--- src/rtl/rdma_pkg.sv ---
// rtl/rdma_pkg.sv - shared types and field offsets for the SQ fetch command generator
//
// Purpose : FSM state encoding, DataMover command field offsets and
//           status_word bit indices shared by sq_fetch_cmd_gen and dm_cmd_pack.
// Ports   : none (package).
package rdma_pkg;

   typedef enum logic [1:0] {
      ST_IDLE       = 2'd0,
      ST_ISSUE      = 2'd1,
      ST_WAIT_CMPLT = 2'd2,
      ST_CFG_ERR    = 2'd3
   } sq_state_t;

   // DataMover MM2S command layout (72 bits)
   localparam int CMD_W        = 72;
   localparam int CMD_BTT_LSB  = 0;
   localparam int CMD_BTT_W    = 23;
   localparam int CMD_TYPE_BIT = 23;
   localparam int CMD_DSA_LSB  = 24;
   localparam int CMD_EOF_BIT  = 30;
   localparam int CMD_DRR_BIT  = 31;
   localparam int CMD_ADDR_LSB = 32;
   localparam int CMD_TAG_LSB  = 64;
   localparam int CMD_TAG_W    = 4;
   localparam int CMD_RSVD_LSB = 68;

   localparam logic DM_TYPE_INCR = 1'b1;

   // status_word layout
   localparam int STS_HEAD_LSB    = 0;
   localparam int STS_TAIL_LSB    = 4;
   localparam int STS_STATE_LSB   = 8;
   localparam int STS_CFG_ERR_BIT = 10;
   localparam int STS_SPUR_BIT    = 11;
   localparam int STS_DM_ERR_BIT  = 12;
   localparam int STS_CNT_LSB     = 16;

endpackage

--- src/rtl/dm_cmd_pack.sv ---
// rtl/dm_cmd_pack.sv - combinational packer for the 72-bit DataMover MM2S command
//
// Purpose : map (addr, btt, tag) onto the command word; INCR burst, EOF set,
//           DSA/DRR/reserved zero.
// Ports   : addr [31:0] in  - transfer start byte address
//           btt  [22:0] in  - bytes to transfer
//           tag  [3:0]  in  - command tag
//           cmd  [71:0] out - packed command
module dm_cmd_pack
   import rdma_pkg::*;
(
   input  logic [31:0]          addr,
   input  logic [CMD_BTT_W-1:0] btt,
   input  logic [CMD_TAG_W-1:0] tag,
   output logic [CMD_W-1:0]     cmd
);

   always_comb begin
      cmd                             = '0;
      cmd[CMD_BTT_LSB +: CMD_BTT_W]   = btt;
      cmd[CMD_TYPE_BIT]               = DM_TYPE_INCR;
      cmd[CMD_EOF_BIT]                = 1'b1;
      cmd[CMD_ADDR_LSB +: 32]         = addr;
      cmd[CMD_TAG_LSB +: CMD_TAG_W]   = tag;
   end

endmodule

--- src/rtl/sq_fetch_cmd_gen.sv ---
// rtl/sq_fetch_cmd_gen.sv - submission-queue entry fetch command generator
//
// Purpose : walks the SQ ring from hw_sq_head towards sq_tail, issuing one
//           DataMover MM2S read command per entry and advancing the head on
//           each read-done pulse.
// Config  : define SQ_FETCH_STS_EN to add the MM2S status stream; a status
//           with any of bits [6:4] set flags dm_err and parks in CFG_ERR.
// Ports   : clk, rst_n (async, active-low)
//           global_enable         in  - run enable
//           sq_base/sq_size/sq_tail in - ring configuration and producer index
//           hw_sq_head            out - consumer index
//           m_axis_mm2s_cmd_*     - command stream (tdata/tvalid/tready)
//           mm2s_rd_xfer_cmplt    in  - read-done pulse
//           s_axis_mm2s_sts_*     - status stream (SQ_FETCH_STS_EN only)
//           cmd_ctrl_ready        out - high in IDLE
//           wqe_processed         out - completed-entry counter
//           status_word           out - debug status
module sq_fetch_cmd_gen
   import rdma_pkg::*;
#(
   parameter int WQE_BYTES = 64,
   parameter int SQ_IDX_W  = 4
) (
   input  logic                clk,
   input  logic                rst_n,
   input  logic                global_enable,
   input  logic [31:0]         sq_base,
   input  logic [SQ_IDX_W:0]   sq_size,
   input  logic [SQ_IDX_W-1:0] sq_tail,
   output logic [SQ_IDX_W-1:0] hw_sq_head,
   output logic [CMD_W-1:0]    m_axis_mm2s_cmd_tdata,
   output logic                m_axis_mm2s_cmd_tvalid,
   input  logic                m_axis_mm2s_cmd_tready,
   input  logic                mm2s_rd_xfer_cmplt,
`ifdef SQ_FETCH_STS_EN
   input  logic [7:0]          s_axis_mm2s_sts_tdata,
   input  logic                s_axis_mm2s_sts_tvalid,
   output logic                s_axis_mm2s_sts_tready,
`endif
   output logic                cmd_ctrl_ready,
   output logic [31:0]         wqe_processed,
   output logic [31:0]         status_word
);

   localparam logic [SQ_IDX_W:0] SIZE_MIN = (SQ_IDX_W+1)'(2);
   localparam logic [SQ_IDX_W:0] SIZE_MAX = {1'b1, {SQ_IDX_W{1'b0}}};
   localparam logic [SQ_IDX_W:0] ONE      = (SQ_IDX_W+1)'(1);

   sq_state_t           state, state_nxt;
   logic [CMD_W-1:0]    cmd_nxt;
   logic [31:0]         addr;
   logic [SQ_IDX_W:0]   head_inc;
   logic [SQ_IDX_W-1:0] head_wrap;
   logic                pending, cfg_ok, dm_fail, cmplt_ok;
   logic                cfg_err, spurious_cmplt, dm_err;

   assign pending   = global_enable && (hw_sq_head != sq_tail);
   assign cfg_ok    = (sq_size >= SIZE_MIN) && (sq_size <= SIZE_MAX) &&
                      ({1'b0, sq_tail} < sq_size);
   assign addr      = sq_base + 32'(hw_sq_head) * 32'(WQE_BYTES);
   assign head_inc  = {1'b0, hw_sq_head} + ONE;
   assign head_wrap = (head_inc == sq_size) ? '0 : head_inc[SQ_IDX_W-1:0];

`ifdef SQ_FETCH_STS_EN
   logic unused_sts;
   assign unused_sts             = ^{s_axis_mm2s_sts_tdata[7], s_axis_mm2s_sts_tdata[3:0]};
   assign s_axis_mm2s_sts_tready = 1'b1;
   assign dm_fail = (state == ST_WAIT_CMPLT) && s_axis_mm2s_sts_tvalid &&
                    (|s_axis_mm2s_sts_tdata[6:4]);
`else
   assign dm_fail = 1'b0;
`endif

   // A failing status wins over a same-cycle read-done: the entry is not consumed.
   assign cmplt_ok = (state == ST_WAIT_CMPLT) && mm2s_rd_xfer_cmplt && !dm_fail;

   dm_cmd_pack u_pack (
      .addr (addr),
      .btt  (CMD_BTT_W'(WQE_BYTES)),
      .tag  (CMD_TAG_W'(hw_sq_head)),
      .cmd  (cmd_nxt)
   );

   // state register
   always_ff @(posedge clk or negedge rst_n) begin
      if (!rst_n) state <= ST_IDLE;
      else        state <= state_nxt;
   end

   // next-state logic
   always_comb begin
      state_nxt = state;
      case (state)
         ST_IDLE:       if (pending) state_nxt = cfg_ok ? ST_ISSUE : ST_CFG_ERR;
         ST_ISSUE:      if (m_axis_mm2s_cmd_tready) state_nxt = ST_WAIT_CMPLT;
         ST_WAIT_CMPLT: begin
            if (dm_fail)       state_nxt = ST_CFG_ERR;
            else if (cmplt_ok) state_nxt = ST_IDLE;
         end
         ST_CFG_ERR:    if (!global_enable) state_nxt = ST_IDLE;
         default:       state_nxt = ST_IDLE;
      endcase
   end

   // outputs decoded from state
   always_comb begin
      m_axis_mm2s_cmd_tvalid = (state == ST_ISSUE);
      cmd_ctrl_ready         = (state == ST_IDLE);
   end

   // datapath: command is latched on entry to ISSUE so it stays stable under backpressure
   always_ff @(posedge clk or negedge rst_n) begin
      if (!rst_n) begin
         m_axis_mm2s_cmd_tdata <= '0;
         hw_sq_head            <= '0;
         wqe_processed         <= '0;
         cfg_err               <= 1'b0;
         spurious_cmplt        <= 1'b0;
      end else begin
         if (state == ST_IDLE && pending && cfg_ok) m_axis_mm2s_cmd_tdata <= cmd_nxt;
         if (state == ST_IDLE && pending && !cfg_ok) cfg_err <= 1'b1;
         if (cmplt_ok) begin
            hw_sq_head    <= head_wrap;
            wqe_processed <= wqe_processed + 32'd1;
         end
         if (mm2s_rd_xfer_cmplt && state != ST_WAIT_CMPLT) spurious_cmplt <= 1'b1;
      end
   end

`ifdef SQ_FETCH_STS_EN
   always_ff @(posedge clk or negedge rst_n) begin
      if (!rst_n)       dm_err <= 1'b0;
      else if (dm_fail) dm_err <= 1'b1;
   end
`else
   assign dm_err = 1'b0;
`endif

   always_comb begin
      status_word                         = '0;
      status_word[STS_HEAD_LSB +: 4]      = 4'(hw_sq_head);
      status_word[STS_TAIL_LSB +: 4]      = 4'(sq_tail);
      status_word[STS_STATE_LSB +: 2]     = state;
      status_word[STS_CFG_ERR_BIT]        = cfg_err;
      status_word[STS_SPUR_BIT]           = spurious_cmplt;
      status_word[STS_DM_ERR_BIT]         = dm_err;
      status_word[STS_CNT_LSB +: 16]      = wqe_processed[15:0];
   end

endmodule

--- config.mk ---
export PLATFORM = sky130hd
export DESIGN_NAME = sq_fetch_cmd_gen
export DESIGN_NICKNAME = d
export VERILOG_FILES = /design/src/rtl/rdma_pkg.sv /design/src/rtl/dm_cmd_pack.sv /design/src/rtl/sq_fetch_cmd_gen.sv
export SDC_FILE = /design/constraint.sdc
export NUM_CORES = 1
export LEC_CHECK = 0
export CORE_AREA = 5 5 109 111
export CTS_CLUSTER_DIAMETER = 40
export DETAILED_ROUTE_END_ITERATION = 16
export DIE_AREA = 0 0 114 116
export GPL_TIMING_DRIVEN = 0
export PLACE_DENSITY = 0.78
export RECOVER_POWER = 100
export SKIP_CTS_REPAIR_TIMING = 1
export SYNTH_ARGS = -nofsm -noshare
export SYNTH_HDL_FRONTEND = slang
export SYNTH_SLANG_ARGS = --single-unit
export TNS_END_PERCENT = 50
--- constraint.sdc ---
create_clock -name clk -period 2.7 [get_ports clk]
set_clock_uncertainty 0.05 [all_clocks]
set_input_delay 0.54 -clock clk [delete_from_list [all_inputs] [get_ports clk]]
set_output_delay 0.54 -clock clk [all_outputs]
set_load 0.01 [all_outputs]
# [Word-level counts from Yosys, hierarchy flattened]
# Index checks and enable logic that the tools add are counted.
[classes] addsub=3 n_mul=0 div=0 order_cmp=3 n_eq_ne=10 shifts=0 mux=7 bitwise_logic=0 reduce_logical=11
[ops] op="adder 32 x 1 -> 32 bit (second input constant)" n=1
[ops] op="adder 32 x 10 -> 32 bit" n=1
[ops] op="two-way mux 2 bit" n=5
[ops] op="logical AND 1 bit" n=8
[ops] op="one-hot mux 2 bit (4 select lines)" n=1
[ops] op="!= test 2 bit (second input constant)" n=3
[ops] op="adder 4 x 1 -> 5 bit (second input constant)" n=1
[ops] op="equality test 5 bit" n=1
[ops] op=">= comparator 5 x 2 -> 1 bit (second input constant)" n=1
[ops] op="less-or-equal comparator 5 bit (second input constant)" n=1
[ops] op="less-than comparator 4 x 5 -> 1 bit" n=1
[ops] op="equality test 2 bit (second input constant)" n=2
[ops] op="two-way mux 4 bit" n=1
[ops] op="!= test 2 x 1 -> 1 bit (second input constant)" n=2
[ops] op="!= test 4 bit" n=1
[ops] op="AND reduction 4 bit" n=1
[ops] op="equality test 2 x 1 -> 1 bit (second input constant)" n=1
[ops] op="zero test 2 bit" n=1
[ops] op="zero test 1 bit" n=1
[totals] register_bits=79 latchBits=0 ram_bits=0 mem_bits_ro=0 in_bits=46 word_cells=40 n_memories=0

# [Depth between registers and ports, before layout]
# Gate-level depths: netlist (run 1).
[logic_depth] ltp_word=6 mapped_depth=9

# [Modules after synthesis]
# A second synthesis (run 1) with hierarchy kept.
[hier_totals] cells_unflattened=536 hier_area_um2=6393.6
[by_module_without_submodules] module="sq_fetch_cmd_gen" n_inst=1 cells_per_inst=462 area_per_inst_um2=5845.6 seq_area_each_um2=2802.7
[by_module_without_submodules] module="dm_cmd_pack" n_inst=1 cells_per_inst=74 area_per_inst_um2=548.0 seq_area_each_um2=0.0

# [Least setup slack after synthesis (run 1)]
# OpenSTA, ideal clock, no wires.
[synth_timing] path_kind="register to register" startpoint="reg hw_sq_head[0]" endpoint="reg m_axis_mm2s_cmd_tdata[50]" setup_time_ns=0.077 arrival_ns=2.117 required_ns=2.573 slack_ns=0.456 path_stages_with_launch=10 cell_sequence="dfrtp_1 > ha_1 > inv_1 > fa_1 > nor2b_1 > o31a_1 > clkbuf_1 > nand4_1 > xor2_1 > a21oi_1"
[synth_between] elab_chain_len=4 word_cells_on_any_way=5 classes_between="1 x add/sub; 1 x eq/ne; 3 x reduce/logical"
[synth_lines] element="start, declared" line_no="sq_fetch_cmd_gen.sv:30" text="output logic [SQ_IDX_W-1:0] hw_sq_head,"
[synth_lines] element="start signal, assigned" line_no="sq_fetch_cmd_gen.sv:123" text="hw_sq_head <= head_wrap;"
[synth_lines] element="parallel branches: the longest is 4 deep, another holds adder 32 x 10 -> 32 bit"
[synth_lines] element="end signal, assigned" line_no="sq_fetch_cmd_gen.sv:120" text="if (state == ST_IDLE && pending && cfg_ok) m_axis_mm2s_cmd_tdata <= cmd_nxt;"
[synth_lines] element="end, declared" line_no="sq_fetch_cmd_gen.sv:31" text="output logic [CMD_W-1:0] m_axis_mm2s_cmd_tdata,"
# Parallel ways; which one is timed is not known.
# A chain may end at the register's enable or synchronous reset.

# [Final worst setup path (run 1)]
[layout_timing] startpoint="in sq_size[2]" endpoint="reg m_axis_mm2s_cmd_tdata[41]"
[layout_between] elab_chain_len=4 word_cells_on_any_way=6 classes_between="3 x order compare; 3 x reduce/logical"
[layout_lines] element="start, declared" line_no="sq_fetch_cmd_gen.sv:28" text="input logic [SQ_IDX_W:0] sq_size,"
[layout_lines] element=">= comparator 5 x 2 -> 1 bit / less-or-equal comparator 5 bit (equally long branches)" line_no="sq_fetch_cmd_gen.sv:58" text="assign cfg_ok = (sq_size >= SIZE_MIN) && (sq_size <= SIZE_MAX) &&"
[layout_lines] element="logical AND 1 bit" line_no="sq_fetch_cmd_gen.sv:58"
[layout_lines] element="logical AND 1 bit (*)" line_no="sq_fetch_cmd_gen.sv:58"
[layout_lines] element="logical AND 1 bit (*)" line_no="sq_fetch_cmd_gen.sv:120"
# Every way passes the cells marked *; elsewhere a longest branch is shown, timed or not.

==> impl_metrics.toml, run 1 <==
[outcome]
status = "finished, violations left"
failed_checks = "capacitance limit, slew limit"

[synthesis]
yosys.area_share.adder = 0.0294
synth.yosys.warnings = 0
post-synth-top-area-cell = "sky130_fd_sc_hd__dfrtp_1"
number_of_synthesized_register_bits = 77
post_synth_main_area_contributors = "sky130_fd_sc_hd__dfrtp_1 43%, sky130_fd_sc_hd__buf_4 11%, sky130_fd_sc_hd__xnor2_1 6.4%"
synthDominantCellAreaShare = 0.427
yosys.cell_types.count = 52
synth-edff-count = 0
synth-xor-area-share = 0.117
synth_sequential_area_ratio = 0.427
postSynthCellCount = 452
largest_family_of_logic_cells_by_synthesized_area = "simple AND/OR/NAND/NOR gates"
yosysMostFrequentCell = "sky130_fd_sc_hd__dfrtp_1"
synth_mux_area_frac = 0.0466
synth_area_sq_mm = 0.00451
synth_simple_gate_area_share = 0.174
async_reset_ff_frac = 1.00
yosys-top-cells-count = "77 x sky130_fd_sc_hd__dfrtp_1, 68 x sky130_fd_sc_hd__buf_4, 35 x sky130_fd_sc_hd__nor2_1"
synthesized_area_divided_by_synthesized_cell_count_sq_um = 9.97
ys_dominant_reg_cell = "sky130_fd_sc_hd__dfrtp_1"
synth-compound-area-share = 0.0711

[routing]
vias = 3799
finalWirelength_microns = 11500
detail_route.iter0.violations = 139
ant_nets = 0
via_per_inst = 4.78
drt_drc_violations_left = 0
drt_pass1_iterations = 4
detail_route.wl_per_cell_microns = 14.5

[die]
chipHeight_microns = 116
die_width_microns = 114
floorplan.initialDensity = 0.421
rows = 38
io_pins = 188
die_area_sq_mm = 0.0132
core_ar_sq_mm = 0.0107

[setup_path]
category_of_the_worst_setup_path_launch_point = "input port"
slowest_stage = "sky130_fd_sc_hd__clkdlybuf4s50_1"
cp_slowest_stage_delay_ns = 0.53
required_time_at_the_endpoint_of_the_critical_path_ns = 2.87
end_kind = "flop"
critical_path.top_delay_family = "buffers and inverters"
worstPathArrival_ns = 2.78
timing.setup.critical_path_class = "input port to flop"
timing.critical_path.cells = "clkdlybuf4s50_1 > inv_1 > ha_1 > a21oi_1 > o21ai_0 > a311oi_2 > buf_4 > mux2_1"
worst-path-buf-inv = 3
setup_slack_of_the_worst_register_to_register_path_ns = 0.18
critical_path.max_fanout = 10

[final_layout]
drive_above_1_share = 0.150
final.fill_count = 930
non_filler_cell_area_final_sq_mm = 0.00651
final_net_count = 706
area_added_between_synthesis_and_finish_pct = 44.4
antennaDiodeCount = 0

[placed_design]
placed_area_sq_mm = 0.00634
hpwlAfterDp_microns = 9270
portBuffers = 150
globalplace.congestion = 0.886

[sta]
hold_viol_final = 0
max_slew_margin = -0.392
fmax_mhz = 384
finalHoldWorstSlack_ns = 0.424
setup-violations-final = 0
min_period_ns = 2.61
slew_violations = 37
worst_pin_slew_ns = 2.09
grt_setup_unrepaired = "true"
fin_crit_sh = 0.965

[clock_network]
ctsLongestPathBuffers = 2
clock_latency_of_the_later_clocked_register_in_the_worst_skew_pair_ns = 0.35
root_buffer = "sky130_fd_sc_hd__clkbuf_8"
tritoncts = "built"
numCtsBuffers = 9
cts.clk_slew.worst_paths_ns = 0.08
sink_count_of_the_clock_tree = 77
h-tree-depth = 3

[min_path]
hold_class = "flop to flop"

[pwr]
power.combinational.fraction = 0.438
cellInternalPower_w = 0.00294
power-per-cell-area_mw_per_mm2 = 699
net_switching_power_w = 0.00161
sw_frac_of_total = 0.354
pwr-share-seq = 0.386
total_leakage_power_nw = 3.02
share_clk_of_total_power = 0.176
peakVddDrop_mv = 0.426

[grt]
global_route_congestion_overflow_total = 0
grt_usage = 0.172
grt_start_max_net_pins = 42
grt_antenna_before_repair = 0
first_global_vias = 3759
grt_pass1_wl_microns = 18400

[job]
cap_violations = 1
## kinds of logic (layout without fill, tap and decap cells)
family                   Yosys count  in the layout
AND/OR/NAND/NOR                  143            143
buffers and inverters             89            256
flip-flops                        77             77
XOR/XNOR                          60             60
AO/OA/AOI/OAI                     53             53
multiplexers                      19             19
adder cells (fa/ha/maj)           10             10
other                              1             37
## cells in the final DEF, fill, tap and decap left out, types with 2 or more instances in the layout
| cell | count |
|---|---|
| sky130_fd_sc_hd__dlygate4sd3_1 | 103 |
| sky130_fd_sc_hd__dfrtp_1 | 76 |
| sky130_fd_sc_hd__buf_4 | 68 |
| sky130_fd_sc_hd__clkdlybuf4s50_1 | 46 |
| sky130_fd_sc_hd__conb_1 | 37 |
| sky130_fd_sc_hd__nor2_1 | 35 |
| sky130_fd_sc_hd__xnor2_1 | 33 |
| sky130_fd_sc_hd__nand2_1 | 31 |
| sky130_fd_sc_hd__xor2_1 | 27 |
| sky130_fd_sc_hd__a21oi_1 | 24 |
| sky130_fd_sc_hd__nand4_1 | 15 |
| sky130_fd_sc_hd__mux2_1 | 15 |
| sky130_fd_sc_hd__nand3_1 | 13 |
| sky130_fd_sc_hd__o21ai_0 | 11 |
| sky130_fd_sc_hd__inv_1 | 10 |
| sky130_fd_sc_hd__clkbuf_1 | 10 |
| sky130_fd_sc_hd__clkbuf_8 | 10 |
| sky130_fd_sc_hd__and3_1 | 9 |
| sky130_fd_sc_hd__ha_1 | 9 |
| sky130_fd_sc_hd__nor3_1 | 8 |
| sky130_fd_sc_hd__nor2b_1 | 7 |
| sky130_fd_sc_hd__and4_1 | 5 |
| sky130_fd_sc_hd__mux2i_1 | 3 |
| sky130_fd_sc_hd__a31oi_1 | 3 |
| sky130_fd_sc_hd__o211ai_1 | 3 |
| sky130_fd_sc_hd__and2_1 | 2 |
| sky130_fd_sc_hd__nand3b_1 | 2 |
| sky130_fd_sc_hd__a21o_1 | 2 |
| sky130_fd_sc_hd__nand4_2 | 2 |
| sky130_fd_sc_hd__buf_6 | 2 |
| sky130_fd_sc_hd__nor4_1 | 2 |
| sky130_fd_sc_hd__o22ai_1 | 2 |
| sky130_fd_sc_hd__nand2b_1 | 2 |
| sky130_fd_sc_hd__clkinvlp_4 | 2 |
## per-layer routing
layer	routed length, microns	GRT usage	vias to the layer above
met5	0	0	-
met4	198	0.0562	0
met3	715	0.0496	16
met2	5990	0.302	125
met1	4620	0.204	1813
li1	-	-	1845
## final cells by class
type	instances	area [sq um]	area share
well taps	140	175	0.0269
plain buffers	79	569	0.0874
clock inverters	4	32.5	0.00500
inverters	10	37.5	0.00577
repair buffers	151	1520	0.233
clock buffers	12	145	0.0223
flip-flops and latches	77	1930	0.296
multi-input cells	322	2110	0.324
## path summary, 6_finish.rpt
| kind | from | endpoint | cells after the start |
|---|---|---|---|
| max in group asynchronous | rst_n | hw_sq_head[0] | 1 |
| min in group asynchronous | rst_n | m_axis_mm2s_cmd_tdata[36] | 1 |
| setup / recovery | sq_size[2] | m_axis_mm2s_cmd_tdata[41] | 8 |
| hold reg to reg | wqe_processed[31] | wqe_processed[31] | 1 |
| setup reg to reg | state[0] | wqe_processed[31] | 7 |
| hold / removal | wqe_processed[31] | wqe_processed[31] | 1 |
## power by group through the flow
stage	Clock, W	Sequential [W]	Combinational [W]
final	0.000802	0.00175	0.00199
after global placement	0	0.00178	0.00212
after CTS	0.000827	0.00178	0.00218
after global routing	0.000886	0.00181	0.00217
after detailed placement	0	0.00180	0.00217
after floorplan	0	0.00190	0.000874
## registers in the layout, summed over array words and instances (netlist names)
| signal | count |
|---|---|
| hw_sq_head | 4 |
| wqe_processed | 32 |
| spurious_cmplt | 1 |
| state | 2 |
| cfg_err | 1 |
| m_axis_mm2s_cmd_tdata | 37 |
## worst register-to-register path: cells and delay by family (launching register included)
family	cells	cell delay, ns
xor+xnor	1	0.18
buf+inv	2	0.51
flops	1	0.39
simple gates	4	1.30
## metrics by stage
step	worst slack, ns	setup TNS (ns)	utilization	total power (W)	std cells
floorplan	0.456	0	-	0.00277	488
global placement	-1.63	-132.92	0.591	0.00390	778
detailed placement	-0.374	-10.31	0.592	0.00397	779
CTS	-0.0447	-0.116	0.609	0.00479	795
global route	-0.00306	-0.00306	0.609	0.00487	795
finish	0.0940	0	0.609	0.00455	795
Power figures use the tool's default switching activity.
==> run 2: changes to the inputs <==
- CORE_AREA: 5 5 109 111 -> 2 2 106 108
- DIE_AREA: 0 0 114 116 -> 0 0 108 110
==> run 2 against run 1 <==
  * The run still ends with capacitance limit, slew limit left
  * Cell count unchanged
  * Highest routed layer unchanged
  * Setup slack gained 0.052 ns
  * Sequential share of layout area is 0.091 points lower
==> impl_metrics.toml, run 2 (synthesis gave the netlist of run 1 again) <==
[outcome]
status = "finished, violations left"
failed_checks = "capacitance limit, slew limit"

[clock_network]
h-tree-depth = 3
ctsLongestPathBuffers = 2
root_buffer = "sky130_fd_sc_hd__clkbuf_8"
numCtsBuffers = 9
sink_count_of_the_clock_tree = 77
cts.clk_slew.worst_paths_ns = 0.09
tritoncts = "built"
clock_latency_of_the_later_clocked_register_in_the_worst_skew_pair_ns = 0.35

[final_layout]
layout.core_utilization = 0.610
instances_no_fill = 795
largest_registers = "m_axis_mm2s_cmd_tdata: 37 flops, wqe_processed: 32 flops, hw_sq_head: 4 flops"
final_net_count = 706
final.fill_count = 912
final_cell_mix = "102 x sky130_fd_sc_hd__dlygate4sd3_1, 76 x sky130_fd_sc_hd__dfrtp_1, 67 x sky130_fd_sc_hd__buf_4"
drive_above_1_share = 0.153
layout.cells.most_common = "sky130_fd_sc_hd__dlygate4sd3_1"
largest_reg_flops = 37
antennaDiodeCount = 0
area_added_between_synthesis_and_finish_pct = 44.9
top_register = "m_axis_mm2s_cmd_tdata"

[routing]
ant_nets = 0
finalWirelength_microns = 10700
detail_route.wl_per_cell_microns = 13.5
detail_route.iter0.violations = 112
via_per_inst = 4.71
drt_pass1_iterations = 4
drt_drc_violations_left = 0
vias = 3742

[grt]
grt_pass1_wl_microns = 17200
grt_start_max_net_pins = 42
grt_antenna_before_repair = 0
global_route_congestion_overflow_total = 0
grt_usage = 0.182
first_global_vias = 3601

[placed_design]
globalplace.congestion = 0.866
hpwlAfterDp_microns = 8530
dp.cells = 779
portBuffers = 150

[min_path]
hold_class = "flop to flop"

[setup_path]
worstPathArrival_ns = 2.73
required_time_at_the_endpoint_of_the_critical_path_ns = 2.88
timing.setup.critical_path_class = "input port to flop"
critical_path.max_fanout = 10
category_of_the_worst_setup_path_launch_point = "input port"
end_kind = "flop"

[pwr]
power-per-cell-area_mw_per_mm2 = 712
total_leakage_power_nw = 3.02
peakVddDrop_mv = 0.417

[die]
floorplan.initialDensity = 0.421
io_pins = 188
core_ar_sq_mm = 0.0107
rows = 38
chipHeight_microns = 110
die_width_microns = 108
die_area_sq_mm = 0.0119

[job]
cap_violations = 1

[sta]
worst_pin_slew_ns = 2.11
max_slew_margin = -0.405
slew_violations = 37
finalHoldWorstSlack_ns = 0.419
grt_setup_unrepaired = "true"
min_period_ns = 2.55
fin_crit_sh = 0.946
hold_viol_final = 0
fmax_mhz = 392
setup-violations-final = 0
run 2: changes by cell type in the layout (fill, tap and decap cells not counted), moves of 2 or more:
cell,delta
sky130_fd_sc_hd__clkbuf_1,-3
sky130_fd_sc_hd__clkinvlp_4,-2
sky130_fd_sc_hd__buf_2,+2
sky130_fd_sc_hd__clkbuf_4,+2
sky130_fd_sc_hd__clkinv_4,+2
sky130_fd_sc_hd__inv_6,+2
run 2: metrics by stage:
step | setup WS, ns | total power [W] | area, sq um | setup TNS (ns)
floorplan | 0.456 | 0.00277 | 4640 | 0
global placement | -1.63 | 0.00388 | 6320 | -131.89
detailed placement | -0.342 | 0.00395 | 6340 | -8.45
CTS | -0.0152 | 0.00488 | 6540 | -0.0152
global route | -0.00192 | 0.00499 | 6530 | -0.00232
finish | 0.146 | 0.00465 | 6530 | 0
run 2: layer usage:
layer	routed length [microns]	vias up	GRT usage
li1	-	1841	-
met5	0	-	0
met4	97	0	0.0586
met1	4490	1775	0.226
met3	597	11	0.0441
met2	5540	115	0.314
run 2: worst paths after layout:
path / from / to / slack [ns] / depth (start not counted)
worst max-delay path: sq_size[2] / m_axis_mm2s_cmd_tdata[34] / 0.15 / 8
worst max register to register: hw_sq_head[3] / m_axis_mm2s_cmd_tdata[63] / 0.26 / 6
min in group asynchronous: rst_n / m_axis_mm2s_cmd_tdata[37] / 0.73 / 1
max in group asynchronous: rst_n / hw_sq_head[0] / 0.49 / 1
worst min-delay path: wqe_processed[31] / wqe_processed[31] / 0.42 / 1
worst min register to register: wqe_processed[31] / wqe_processed[31] / 0.42 / 1
run 2: final cells by class:
type | instances | area [sq um] | share of cell area
Sequential cell | 77 | 1930 | 0.295
Tap cell | 140 | 175 | 0.0268
Inverter | 10 | 37.5 | 0.00575
Clock inverter | 7 | 82.6 | 0.0126
Timing Repair Buffer | 151 | 1520 | 0.232
Multi-Input combinational cell | 322 | 2100 | 0.322
Clock buffer | 9 | 124 | 0.0190
Buffer | 79 | 567 | 0.0868
run 2: power by group:
group	total, W	switching (W)	internal, W
registers	0.00176	0.000268	0.00149
clock network	0.000908	0.000466	0.000442
logic	0.00199	0.000899	0.00109
total	0.00465	0.00163	0.00302
run 2: worst max-delay path, cell delays in order:
cell and delay (ns):
sky130_fd_sc_hd__clkdlybuf4s50_1 0.52, sky130_fd_sc_hd__inv_1 0.08, sky130_fd_sc_hd__ha_1 0.31, sky130_fd_sc_hd__a21oi_1 0.11, sky130_fd_sc_hd__o21ai_0 0.14, sky130_fd_sc_hd__a311oi_2 0.37, sky130_fd_sc_hd__buf_4 0.30, sky130_fd_sc_hd__mux2_1 0.35
==> run 3: changes to the inputs <==
- SKIP_LAST_GASP: unset -> 1
==> results of run 3 <==
No change in the layout: final DEF, timing and power equal those of run 2.
